`config.mk`:
```
export PLATFORM = sky130hd
export DESIGN_NAME = tryte_organiser_flat
export DESIGN_NICKNAME = d
export VERILOG_FILES = /design/src/rtl/tryte_organiser_if.sv /design/src/rtl/tryte_organiser.sv /design/src/flat_wrapper.sv
export SDC_FILE = /design/constraint.sdc
export NUM_CORES = 1
export LEC_CHECK = 0
export ABC_CLOCK_PERIOD_IN_PS = 7900
export BUFFER_PORTS_ARGS = -buffer_cell sky130_fd_sc_hd__buf_2
export CAP_MARGIN = 15
export CORE_MARGIN = 3
export CORE_UTILIZATION = 55
export DETAILED_ROUTE_END_ITERATION = 10
export PLACE_DENSITY = 0.72
export SLEW_MARGIN = 10
export SYNTH_ARGS = -nofsm -noshare
export SYNTH_HDL_FRONTEND = slang
export SYNTH_SLANG_ARGS = --single-unit
```
`constraint.sdc`:
```
create_clock -name m_axi_aclk -period 7.9 [get_ports m_axi_aclk]
set_input_delay 1.185 -clock m_axi_aclk [delete_from_list [all_inputs] [get_ports m_axi_aclk]]
set_output_delay 1.185 -clock m_axi_aclk [all_outputs]
set_load 0.03 [all_outputs]
```
`src/rtl/tryte_organiser_if.sv`:
```
// Byte-in / word-out bus of the tryte organiser.
// master: the organiser itself; slave: the reader/consumer side.
interface tryte_organiser_if #(
  parameter int FIFO_DEPTH = 16
);
  localparam int CW = $clog2(FIFO_DEPTH) + 1;

  logic          byte_valid;
  logic [7:0]    byte_data;
  logic          read_signal;
  logic          trytes_rec;
  logic          ack_tryte;
  logic          word_valid;
  logic [23:0]   word_data;
  logic          word_ready;
  logic [CW-1:0] fifo_count;
  logic          overflow;
  logic          frame_err;

  modport master (
    input  byte_valid, byte_data, ack_tryte, word_ready,
    output read_signal, trytes_rec, word_valid, word_data, fifo_count, overflow, frame_err
  );

  modport slave (
    output byte_valid, byte_data, ack_tryte, word_ready,
    input  read_signal, trytes_rec, word_valid, word_data, fifo_count, overflow, frame_err
  );
endinterface

```
`src/rtl/tryte_organiser.sv`:
```
// Packs UART bytes into 24-bit trytes, queues them in a first-word
// fall-through FIFO and runs the 'X' handshake with the reader.
// Optional build macro: ORG_TIMEOUT_EN -- discard a stalled partial tryte
// after TIMEOUT_CYC idle cycles and flag frame_err.
module tryte_organiser #(
  parameter int FIFO_DEPTH  = 16,
  parameter int TIMEOUT_CYC = 1000000
) (
  input logic               m_axi_aclk,
  input logic               m_axi_aresetn,
  tryte_organiser_if.master bus
);
  localparam int AW = $clog2(FIFO_DEPTH);
  localparam int CW = AW + 1;

  localparam logic [1:0] COLLECT   = 2'd0;
  localparam logic [1:0] PUSH      = 2'd1;
  localparam logic [1:0] HANDSHAKE = 2'd2;

  logic          run_q, run_d;
  logic [1:0]    state_q, state_d;
  logic [1:0]    byte_cnt_q, byte_cnt_d;
  logic [23:0]   word_asm_q, word_asm_d;
  logic          skid_full_q, skid_full_d;
  logic [7:0]    skid_data_q, skid_data_d;
  logic          trytes_rec_q, trytes_rec_d;
  logic          overflow_q, overflow_d;
  logic          frame_err_q, frame_err_d;
  logic [AW-1:0] wr_ptr_q, wr_ptr_d;
  logic [AW-1:0] rd_ptr_q, rd_ptr_d;
  logic [CW-1:0] count_q, count_d;
  logic [23:0]   head_q, head_d;
  logic [23:0]   mem [FIFO_DEPTH];

  logic          in_valid;
  logic [7:0]    in_byte;
  logic          accept;
  logic          push, pop, fifo_full;
  logic [AW-1:0] rd_next;
  logic          timeout;

`ifdef ORG_TIMEOUT_EN
  localparam int TW = $clog2(TIMEOUT_CYC + 1);
  logic [TW-1:0] idle_q, idle_d;

  // Idle counter: runs only while a partial tryte waits in COLLECT
  always_comb begin
    idle_d  = idle_q;
    timeout = 1'b0;
    if (accept) begin
      idle_d = '0;
    end else if (state_q == COLLECT && byte_cnt_q != 2'd0) begin
      if (idle_q == TW'(TIMEOUT_CYC - 1)) begin
        timeout = 1'b1;
        idle_d  = '0;
      end else begin
        idle_d = idle_q + 1'b1;
      end
    end
  end

  // Idle counter register
  always_ff @(posedge m_axi_aclk or negedge m_axi_aresetn) begin
    if (!m_axi_aresetn) idle_q <= '0;
    else                idle_q <= idle_d;
  end
`else
  // Partial trytes are held indefinitely; the comparison is constant false
  assign timeout = (TIMEOUT_CYC < 0);
`endif

  // Byte intake, tryte assembly, skid buffering and handshake sequencing
  always_comb begin
    run_d        = 1'b1;
    state_d      = state_q;
    byte_cnt_d   = byte_cnt_q;
    word_asm_d   = word_asm_q;
    skid_full_d  = skid_full_q;
    skid_data_d  = skid_data_q;
    trytes_rec_d = trytes_rec_q;
    overflow_d   = overflow_q;
    frame_err_d  = frame_err_q;

    // The skid byte is older than any byte arriving now, so it goes first
    in_valid = skid_full_q | bus.byte_valid;
    in_byte  = skid_full_q ? skid_data_q : bus.byte_data;
    accept   = (state_q == COLLECT) && in_valid;

    case (state_q)
      COLLECT: begin
        if (skid_full_q) begin
          // Skid drains into the word; a simultaneous new byte refills it
          skid_full_d = bus.byte_valid;
          skid_data_d = bus.byte_valid ? bus.byte_data : skid_data_q;
        end
        if (accept) begin
          case (byte_cnt_q)
            2'd0:    word_asm_d[23:16] = in_byte;
            2'd1:    word_asm_d[15:8]  = in_byte;
            default: word_asm_d[7:0]   = in_byte;
          endcase
          if (byte_cnt_q == 2'd2) begin
            byte_cnt_d = 2'd0;
            state_d    = PUSH;
          end else begin
            byte_cnt_d = byte_cnt_q + 2'd1;
          end
        end else if (timeout) begin
          byte_cnt_d  = 2'd0;
          word_asm_d  = '0;
          frame_err_d = 1'b1;
        end
      end
      PUSH: begin
        // Only reachable from an in-flight poll racing a full FIFO
        if (!push) overflow_d = 1'b1;
        trytes_rec_d = 1'b1;
        state_d      = HANDSHAKE;
      end
      HANDSHAKE: begin
        if (bus.ack_tryte) begin
          trytes_rec_d = 1'b0;
          state_d      = COLLECT;
        end
      end
      default: state_d = COLLECT;
    endcase

    // Outside COLLECT bytes are parked; a second one has nowhere to go
    if (state_q != COLLECT && bus.byte_valid) begin
      if (skid_full_q) begin
        overflow_d = 1'b1;
      end else begin
        skid_full_d = 1'b1;
        skid_data_d = bus.byte_data;
      end
    end
  end

  // FIFO pointer, occupancy and fall-through head computation
  always_comb begin
    fifo_full = (count_q == CW'(FIFO_DEPTH));
    pop       = bus.word_ready && (count_q != '0);
    push      = (state_q == PUSH) && (!fifo_full || pop);
    rd_next   = rd_ptr_q + AW'(1);
    wr_ptr_d  = push ? wr_ptr_q + AW'(1) : wr_ptr_q;
    rd_ptr_d  = pop ? rd_next : rd_ptr_q;
    count_d   = count_q;
    if (push && !pop)      count_d = count_q + CW'(1);
    else if (pop && !push) count_d = count_q - CW'(1);
    // Head register keeps the last word visible once the FIFO empties
    head_d = head_q;
    if (count_q == '0) begin
      if (push) head_d = word_asm_q;
    end else if (pop) begin
      if (count_q != CW'(1)) head_d = mem[rd_next];
      else if (push)         head_d = word_asm_q;
    end
  end

  // Control and status registers
  always_ff @(posedge m_axi_aclk or negedge m_axi_aresetn) begin
    if (!m_axi_aresetn) begin
      run_q        <= 1'b0;
      state_q      <= COLLECT;
      byte_cnt_q   <= 2'd0;
      word_asm_q   <= '0;
      skid_full_q  <= 1'b0;
      skid_data_q  <= '0;
      trytes_rec_q <= 1'b0;
      overflow_q   <= 1'b0;
      frame_err_q  <= 1'b0;
      wr_ptr_q     <= '0;
      rd_ptr_q     <= '0;
      count_q      <= '0;
      head_q       <= '0;
    end else begin
      run_q        <= run_d;
      state_q      <= state_d;
      byte_cnt_q   <= byte_cnt_d;
      word_asm_q   <= word_asm_d;
      skid_full_q  <= skid_full_d;
      skid_data_q  <= skid_data_d;
      trytes_rec_q <= trytes_rec_d;
      overflow_q   <= overflow_d;
      frame_err_q  <= frame_err_d;
      wr_ptr_q     <= wr_ptr_d;
      rd_ptr_q     <= rd_ptr_d;
      count_q      <= count_d;
      head_q       <= head_d;
    end
  end

  // Word storage; contents are never read before being written
  always_ff @(posedge m_axi_aclk) begin
    if (push) mem[wr_ptr_q] <= word_asm_q;
  end

  assign bus.read_signal = run_q && (state_q == COLLECT) && !skid_full_q && !fifo_full;
  assign bus.trytes_rec  = trytes_rec_q;
  assign bus.word_valid  = (count_q != '0);
  assign bus.word_data   = head_q;
  assign bus.fifo_count  = count_q;
  assign bus.overflow    = overflow_q;
  assign bus.frame_err   = frame_err_q;
endmodule

```
`src/flat_wrapper.sv`:
```
// flat-port wrapper written by rule: the top's interface ports become plain ports
module tryte_organiser_flat 
#(
  parameter int FIFO_DEPTH  = 16,
  parameter int TIMEOUT_CYC = 1000000
)
  (m_axi_aclk, m_axi_aresetn, bus_byte_valid, bus_byte_data, bus_ack_tryte, bus_word_ready, bus_read_signal, bus_trytes_rec, bus_word_valid, bus_word_data, bus_fifo_count, bus_overflow, bus_frame_err);
  tryte_organiser_if #(.FIFO_DEPTH(FIFO_DEPTH)) bus_i ();
  input logic m_axi_aclk;
  input logic m_axi_aresetn;
  input wire logic [$bits(bus_i.byte_valid)-1:0] bus_byte_valid;
  input wire logic [$bits(bus_i.byte_data)-1:0] bus_byte_data;
  input wire logic [$bits(bus_i.ack_tryte)-1:0] bus_ack_tryte;
  input wire logic [$bits(bus_i.word_ready)-1:0] bus_word_ready;
  output wire logic [$bits(bus_i.read_signal)-1:0] bus_read_signal;
  output wire logic [$bits(bus_i.trytes_rec)-1:0] bus_trytes_rec;
  output wire logic [$bits(bus_i.word_valid)-1:0] bus_word_valid;
  output wire logic [$bits(bus_i.word_data)-1:0] bus_word_data;
  output wire logic [$bits(bus_i.fifo_count)-1:0] bus_fifo_count;
  output wire logic [$bits(bus_i.overflow)-1:0] bus_overflow;
  output wire logic [$bits(bus_i.frame_err)-1:0] bus_frame_err;
  assign bus_i.byte_valid = bus_byte_valid;
  assign bus_i.byte_data = bus_byte_data;
  assign bus_i.ack_tryte = bus_ack_tryte;
  assign bus_i.word_ready = bus_word_ready;
  assign bus_read_signal = bus_i.read_signal;
  assign bus_trytes_rec = bus_i.trytes_rec;
  assign bus_word_valid = bus_i.word_valid;
  assign bus_word_data = bus_i.word_data;
  assign bus_fifo_count = bus_i.fifo_count;
  assign bus_overflow = bus_i.overflow;
  assign bus_frame_err = bus_i.frame_err;
  tryte_organiser #(.FIFO_DEPTH(FIFO_DEPTH), .TIMEOUT_CYC(TIMEOUT_CYC)) u_core (.m_axi_aclk(m_axi_aclk), .m_axi_aresetn(m_axi_aresetn), .bus(bus_i));
endmodule
```
==> results.json, run 1 <==
{
  "fin_skew_ns": 0.02089,
  "route.detailed.vias_per_inst": 6.235,
  "synth_top_cell_by_area": "sky130_fd_sc_hd__edfxtp_1",
  "yosys-mux-area-fraction_pct": 12.41,
  "critPathArrivalTime_ns": 3.89,
  "synth_top_family_by_area": "multiplexers",
  "clockBufferDepth": 3,
  "worst_pin_slew_ns": 1.067,
  "outcome": "finished, final reports clean",
  "htreeDepth": 2,
  "timing.final.ws_setup_ns": 4.465,
  "drt_iter0_markers": 1043,
  "final.period_utilization_pct": 43.48,
  "avgSynthCellArea_um2": 17.82,
  "cts_setup_buffers": 0,
  "swShare_pct": 35.53,
  "synth_cell_types": 46,
  "synth-edff-count": 384,
  "worst_setup_path_start_kind": "flop",
  "worstPathMaxFanout": 30,
  "insertion_delay_ns": 0.54,
  "io-pin-count": 47,
  "worst-setup-path-type": "flop to flop",
  "dominantRegCellSynth": "sky130_fd_sc_hd__edfxtp_1",
  "floorplan.initialDensity_pct": 56.43,
  "dr_total_vias": 9620,
  "stdcell_area_um2": 20230,
  "synth_seq_cells": 461,
  "gp_routability_congestion": 0.7576,
  "chipWidth_um": 187.1,
  "post_synth_xor_area_fraction_pct": 0.7285,
  "grt_antenna_before_repair": 0,
  "die_area_um2": 35000,
  "finalWirelength_mm": 41.08,
  "setup_viol": 0,
  "clkTransAtPathRegs_ns": 0.06,
  "max_rail_drop_vdd_v": 0.0006871,
  "fin_crit_ns": 3.435,
  "clock_root_buffer_master": "sky130_fd_sc_hd__clkbuf_16",
  "floorplan.core_area_um2": 31960,
  "cts-resized-gates": 0,
  "pwr-share-seq_pct": 42.8,
  "synthesis.nets": 1035,
  "max_slew_margin_pct": 28.70,
  "part_of_the_yosys_area_used_for_sequential_elements_pct": 74.62,
  "setup_tns_ns": 0,
  "drc": 0,
  "grt_pass1_wl_mm": 61.37,
  "drv.max_cap_violation_count": 0,
  "clkPwrFrac_pct": 24.0,
  "synth_top_cells_by_area": "sky130_fd_sc_hd__edfxtp_1 (64%), sky130_fd_sc_hd__dfrtp_1 (11%), sky130_fd_sc_hd__mux4_2 (6.2%), sky130_fd_sc_hd__mux2i_1 (5.6%), sky130_fd_sc_hd__a21oi_1 (1.9%)",
  "internal-power_uw": 5510,
  "layout-drive-gt1-share_pct": 20.58,
  "dp_hpwl_mm": 22.17,
  "required_ns": 8.35,
  "hold_ws_ns": 0.4565,
  "cts_tree": "built",
  "timing_max_transition_violations_final": 0,
  "grt_remaining_overflow": 0,
  "overall_fraction_of_global_route_tracks_in_use_pct": 23.55,
  "worstHoldPathType": "flop to flop",
  "chip_height_um": 187.1,
  "port_bufs": 45,
  "power_frac_comb_pct": 33.2,
  "synth_adder_area_share_pct": 0.7493,
  "timing.hold.worst.start": "u_core.bus.overflow",
  "p_switching_uw": 3036,
  "nFillCells": 2185,
  "synth_commonest_cells": "sky130_fd_sc_hd__edfxtp_1 (384), sky130_fd_sc_hd__mux2i_1 (101), sky130_fd_sc_hd__dfrtp_1 (77)",
  "synth-simple-area-share_pct": 2.796,
  "cts_hold_buffers": 0,
  "top_cell_type_s_share_of_synthesized_area_pct": 63.94,
  "finish.net_count": 1097,
  "cts.sink_count": 461,
  "ys_async_sr_fraction_pct": 16.70,
  "antenna_cells": 0,
  "synth_compound_area_share_pct": 6.632,
  "cell_area_after_synthesis_um2": 18030,
  "timing.final.hold_violations": 0,
  "power.density_cell_area_nw_per_um2": 422.5,
  "syn-instance-count": 1012,
  "rsz0062_at_grt": "false",
  "postRouteAntennaNets": 0,
  "grt_max_degree": 84,
  "final_core_util_pct": 63.29,
  "synth.yosys.warnings": 0,
  "number_of_global_route_vias_before_repair": 9657,
  "library_cell_with_the_highest_instance_count_after_synthesis": "sky130_fd_sc_hd__edfxtp_1",
  "drt_pre_antenna_iters": 7,
  "cell_area_after_placement_um2": 18800,
  "area.growth.synth_to_final_pct": 12.16,
  "fmax_mhz": 291.1,
  "crit_startpoint": "u_core.rd_ptr_q[0]",
  "placement.setup.worst_slack_ns": 4.422,
  "cts_made_buffers": 43,
  "average_routed_wire_per_standard_cell_um": 26.62,
  "cp_endpoint_kind": "flop",
  "regToRegStartpoint": "u_core.rd_ptr_q[0]",
  "num_rows": 65,
  "leakage_component_of_the_power_uw": 0.006970
}
flip-flops by register name, indices dropped and copies added (netlist names):
signal                 cells
u_core.bus.fifo_count      5
u_core.bus.word_data      24
u_core.skid_full_q         1
u_core.skid_data_q         8
u_core.bus.trytes_rec      1
u_core.mem               384
u_core.run_q               1
u_core.wr_ptr_q            4
u_core.state_q             2
u_core.word_asm_q         24
u_core.bus.overflow        1
u_core.rd_ptr_q            4
u_core.byte_cnt_q          2
cell families (layout without fill, tap and decap cells):
family	after synthesis	after routing
XOR/XNOR	15	15
AND/OR/NAND/NOR	112	112
flip-flops	461	461
buffers and inverters	64	160
AO/OA/AOI/OAI	187	187
multiplexers	160	160
other	2	2
adder cells (fa/ha/maj)	11	11
cells in the final DEF (no fill, tap or decap), types with 3 or more instances in the layout:
master,count
sky130_fd_sc_hd__clkbuf_8,5
sky130_fd_sc_hd__xor2_1,6
sky130_fd_sc_hd__nand2_1,46
sky130_fd_sc_hd__clkbuf_16,45
sky130_fd_sc_hd__clkbuf_1,12
sky130_fd_sc_hd__dfrtp_1,76
sky130_fd_sc_hd__clkinvlp_4,7
sky130_fd_sc_hd__and2_1,4
sky130_fd_sc_hd__nand4_1,3
sky130_fd_sc_hd__xnor2_1,8
sky130_fd_sc_hd__ha_1,9
sky130_fd_sc_hd__edfxtp_1,384
sky130_fd_sc_hd__mux2i_1,101
sky130_fd_sc_hd__bufinv_16,3
sky130_fd_sc_hd__buf_4,28
sky130_fd_sc_hd__inv_1,8
sky130_fd_sc_hd__nor2_1,24
sky130_fd_sc_hd__nor3_2,5
sky130_fd_sc_hd__mux4_2,50
sky130_fd_sc_hd__o22ai_1,24
sky130_fd_sc_hd__a22oi_1,45
sky130_fd_sc_hd__nor2_4,7
sky130_fd_sc_hd__nor2_2,8
sky130_fd_sc_hd__a31oi_1,24
sky130_fd_sc_hd__a21oi_1,70
sky130_fd_sc_hd__a21o_1,4
sky130_fd_sc_hd__mux2_2,9
sky130_fd_sc_hd__o21ai_0,13
sky130_fd_sc_hd__buf_2,44
sky130_fd_sc_hd__clkinv_2,4
path summary, 6_finish.rpt:
check,to,slack (ns),cells after the start
worst max-delay path,u_core.bus.word_data[23],4.46,7
worst min-delay path,u_core.bus.overflow,0.46,1
worst max register to register,u_core.bus.word_data[23],4.46,7
worst min register to register,u_core.bus.overflow,0.46,1
max in group asynchronous,u_core.rd_ptr_q[0],6.04,2
min in group asynchronous,u_core.bus.word_data[11],0.56,1
metal layers:
metal  share of wire (%)  vias to the layer above  track usage [%]
met3                 8.9                       96            4.779
met4                 3.8                        0            9.567
met1                  41                     4914            33.73
met5                   0                        -                0
met2                  47                      474            36.05
li1                    -                     4136                -
power groups by stage:
| stage | combinational (µW) | sequential [µW] | clock (µW) |
|---|---|---|---|
| floorplan | 2040 | 3630 | 0 |
| global placement | 2790 | 3690 | 0 |
| detailed placement | 2820 | 3710 | 0 |
| CTS | 2830 | 3660 | 2080 |
| global route | 3030 | 3730 | 2170 |
| finish | 2840 | 3660 | 2050 |
critical path, cell delays in order, from the launching register on:
cell	delay, ns
sky130_fd_sc_hd__dfrtp_4	0.83
sky130_fd_sc_hd__buf_4	0.61
sky130_fd_sc_hd__nand2_1	0.17
sky130_fd_sc_hd__and2_1	0.26
sky130_fd_sc_hd__o41ai_4	0.78
sky130_fd_sc_hd__buf_4	0.41
sky130_fd_sc_hd__a22oi_1	0.12
sky130_fd_sc_hd__a21oi_1	0.17
through the flow:
stage                     cells  power (µW)
final                      1543        8546
after detailed placement   1463        6527
after floorplan            1012        5670
after CTS                  1542        8564
after global routing       1543        8925
after global placement     1463        6474
cell type report:
type	instances	area, µm²	area share [%]
inverters	8	30.03	0.1485
clock buffers	62	1240	6.130
repair buffers	73	450.4	2.227
multi-input cells	487	4320	21.36
well taps	435	544.3	2.691
clock inverters	17	181.4	0.8969
flip-flops and latches	461	13460	66.55
Power figures use the tool's default switching activity.
==> inputs of run 2 (changes only) <==
--- a/config.mk
+++ b/config.mk
@@ -5,7 +5,7 @@
 export SDC_FILE = /design/constraint.sdc
 export NUM_CORES = 1
 export LEC_CHECK = 0
-export ABC_CLOCK_PERIOD_IN_PS = 7900
+export ABC_CLOCK_PERIOD_IN_PS = 3400
 export BUFFER_PORTS_ARGS = -buffer_cell sky130_fd_sc_hd__buf_2
 export CAP_MARGIN = 15
 export CORE_MARGIN = 3
==> constraint.sdc (replaced) <==
create_clock -name m_axi_aclk -period 3.4 [get_ports m_axi_aclk]
set_input_delay 0.51 -clock m_axi_aclk [delete_from_list [all_inputs] [get_ports m_axi_aclk]]
set_output_delay 0.51 -clock m_axi_aclk [all_outputs]
set_load 0.03 [all_outputs]
==> results.json, run 2 (synthesis gave the netlist of run 1 again) <==
{
  "multi_input_comb_area_um2": 4333,
  "worst_setup_path_start_kind": "flop",
  "cts_hold_buffers": 0,
  "pwr-share-seq_pct": 42.3,
  "worstPathMaxFanout": 24,
  "worst-setup-path-type": "flop to flop",
  "io-pin-count": 47,
  "area.growth.synth_to_final_pct": 13.68,
  "worst_pin_slew_ns": 0.9959,
  "port_bufs": 45,
  "max_flop_register": "u_core.mem",
  "chipWidth_um": 187.1,
  "cts_made_buffers": 45,
  "critPathArrivalTime_ns": 3.17,
  "nFillCells": 2140,
  "power_frac_comb_pct": 33.3,
  "grt_pass1_wl_mm": 61.40,
  "fin_skew_ns": 0.01632,
  "cts_tree": "built",
  "finish.net_count": 1112,
  "grt_antenna_before_repair": 1,
  "area.sequential_um2": 13460,
  "insertion_delay_ns": 0.54,
  "drt_iter0_markers": 1001,
  "final_core_util_pct": 64.15,
  "drv.max_cap_violation_count": 0,
  "fmax_mhz": 360.2,
  "layout-drive-gt1-share_pct": 21.67,
  "outcome": "finished, final reports clean",
  "floorplan.initialDensity_pct": 56.43,
  "final_common_cell": "sky130_fd_sc_hd__edfxtp_1",
  "num_rows": 65,
  "cts-resized-gates": 0,
  "grt_remaining_overflow": 0,
  "cp_num_buf_inv": 2,
  "dr_total_vias": 9611,
  "internal-power_uw": 13140,
  "setup_viol": 0,
  "critPathSlowestCell": "sky130_fd_sc_hd__dfrtp_4",
  "dp_hpwl_mm": 25.01,
  "fin_total_pwr_uw": 20540,
  "htreeDepth": 2,
  "hold_ws_ns": 0.06333,
  "worstHoldPathType": "input pin to asynchronous set/reset pin",
  "die_area_um2": 35000,
  "max_rail_drop_vdd_v": 0.0006942,
  "max_slew_margin_pct": 33.32,
  "cts.sink_count": 461,
  "power.density_cell_area_nw_per_um2": 1002,
  "gp_routability_congestion": 0.8240,
  "number_of_global_route_vias_before_repair": 9731,
  "leakage_component_of_the_power_uw": 0.007104,
  "drt_pre_antenna_iters": 5,
  "chip_height_um": 187.1,
  "timing.final.hold_violations": 0,
  "clockBufferDepth": 3,
  "required_ns": 3.79,
  "timing.final.ws_setup_ns": 0.6238,
  "setup_tns_ns": 0,
  "drc": 0,
  "cp_endpoint_kind": "flop",
  "postRouteAntennaNets": 0,
  "clkTransAtPathRegs_ns": 0.06,
  "grt_max_degree": 60,
  "swShare_pct": 36.01,
  "final.period_utilization_pct": 81.65,
  "cts_setup_buffers": 0,
  "clkPwrFrac_pct": 24.4,
  "average_routed_wire_per_standard_cell_um": 26.04,
  "timing_max_transition_violations_final": 0,
  "route.detailed.vias_per_inst": 6.157,
  "layout_common_cells": "sky130_fd_sc_hd__edfxtp_1 (384), sky130_fd_sc_hd__mux2i_1 (101), sky130_fd_sc_hd__dfrtp_1 (76)",
  "overall_fraction_of_global_route_tracks_in_use_pct": 23.31,
  "finalWirelength_mm": 40.65,
  "p_switching_uw": 7395,
  "floorplan.core_area_um2": 31960,
  "antenna_cells": 0,
  "rsz0062_at_grt": "false",
  "crit_path_cell_trace": "ha_4, buf_12, buf_4, mux4_2, a22oi_1, a21oi_1",
  "placement.setup.worst_slack_ns": 0.6045,
  "clock_root_buffer_master": "sky130_fd_sc_hd__clkbuf_16",
  "largest_reg_flops": 384,
  "timing.critical_path.slowest_cell_delay_ns": 0.64,
  "critical-path-top-delay-family": "flip-flops",
  "fin_crit_ns": 2.776
}
==> run 2: power by group through the flow <==
stage          registers (µW)  logic (µW)  clock network, µW
2_1_floorplan            8420        4760                  0
3_3_place_gp             8740        6720                  0
3_5_place_dp             8800        6800                  0
4_1_cts                  8700        6840               5070
5_1_grt                  8820        7280               5310
6_report                 8700        6840               5000
==> run 2: worst paths after layout <==
| path | slack [ns] | start | endpoint | cells after the start |
|---|---|---|---|---|
| max in group asynchronous | 2.55 | m_axi_aresetn | u_core.bus.word_data[11] | 2 |
| min in group m_axi_aclk | 0.22 | bus_byte_data[5] | u_core.skid_data_q[5] | 2 |
| worst min register to register | 0.46 | u_core.bus.overflow | u_core.bus.overflow | 1 |
| worst min-delay path | 0.06 | m_axi_aresetn | u_core.bus.fifo_count[0] | 1 |
| worst max register to register | 0.62 | u_core.rd_ptr_q[0] | u_core.bus.word_data[11] | 6 |
| worst max-delay path | 0.62 | u_core.rd_ptr_q[0] | u_core.bus.word_data[11] | 6 |
==> run 2: area by class of cell <==
class	instances	area share, %
well taps	435	2.655
clock inverters	22	1.208
inverters	8	0.1465
flip-flops and latches	461	65.66
repair buffers	86	3.039
clock buffers	62	6.158
multi-input cells	487	21.13
==> run 2: per-layer routing <==
metal	track usage (%)	part of all wire, %	vias to the layer above
li1	-	-	4164
met1	32.70	41	4962
met2	37.85	49	407
met3	4.067	7.0	78
met4	7.502	2.9	0
met5	0	0	-
==> run 2: worst reg2reg max path, stage by stage (launching register included) <==
cell	delay [ns]
sky130_fd_sc_hd__dfrtp_4	0.64
sky130_fd_sc_hd__ha_4	0.58
sky130_fd_sc_hd__buf_12	0.26
sky130_fd_sc_hd__buf_4	0.27
sky130_fd_sc_hd__mux4_2	0.35
sky130_fd_sc_hd__a22oi_1	0.39
sky130_fd_sc_hd__a21oi_1	0.14
==> run 2: metrics by stage <==
step	cell area, µm²	cells
global placement	18990	1477
detailed placement	18990	1477
global route	20500	1561
finish	20500	1561
CTS	20500	1561
floorplan	18050	1012
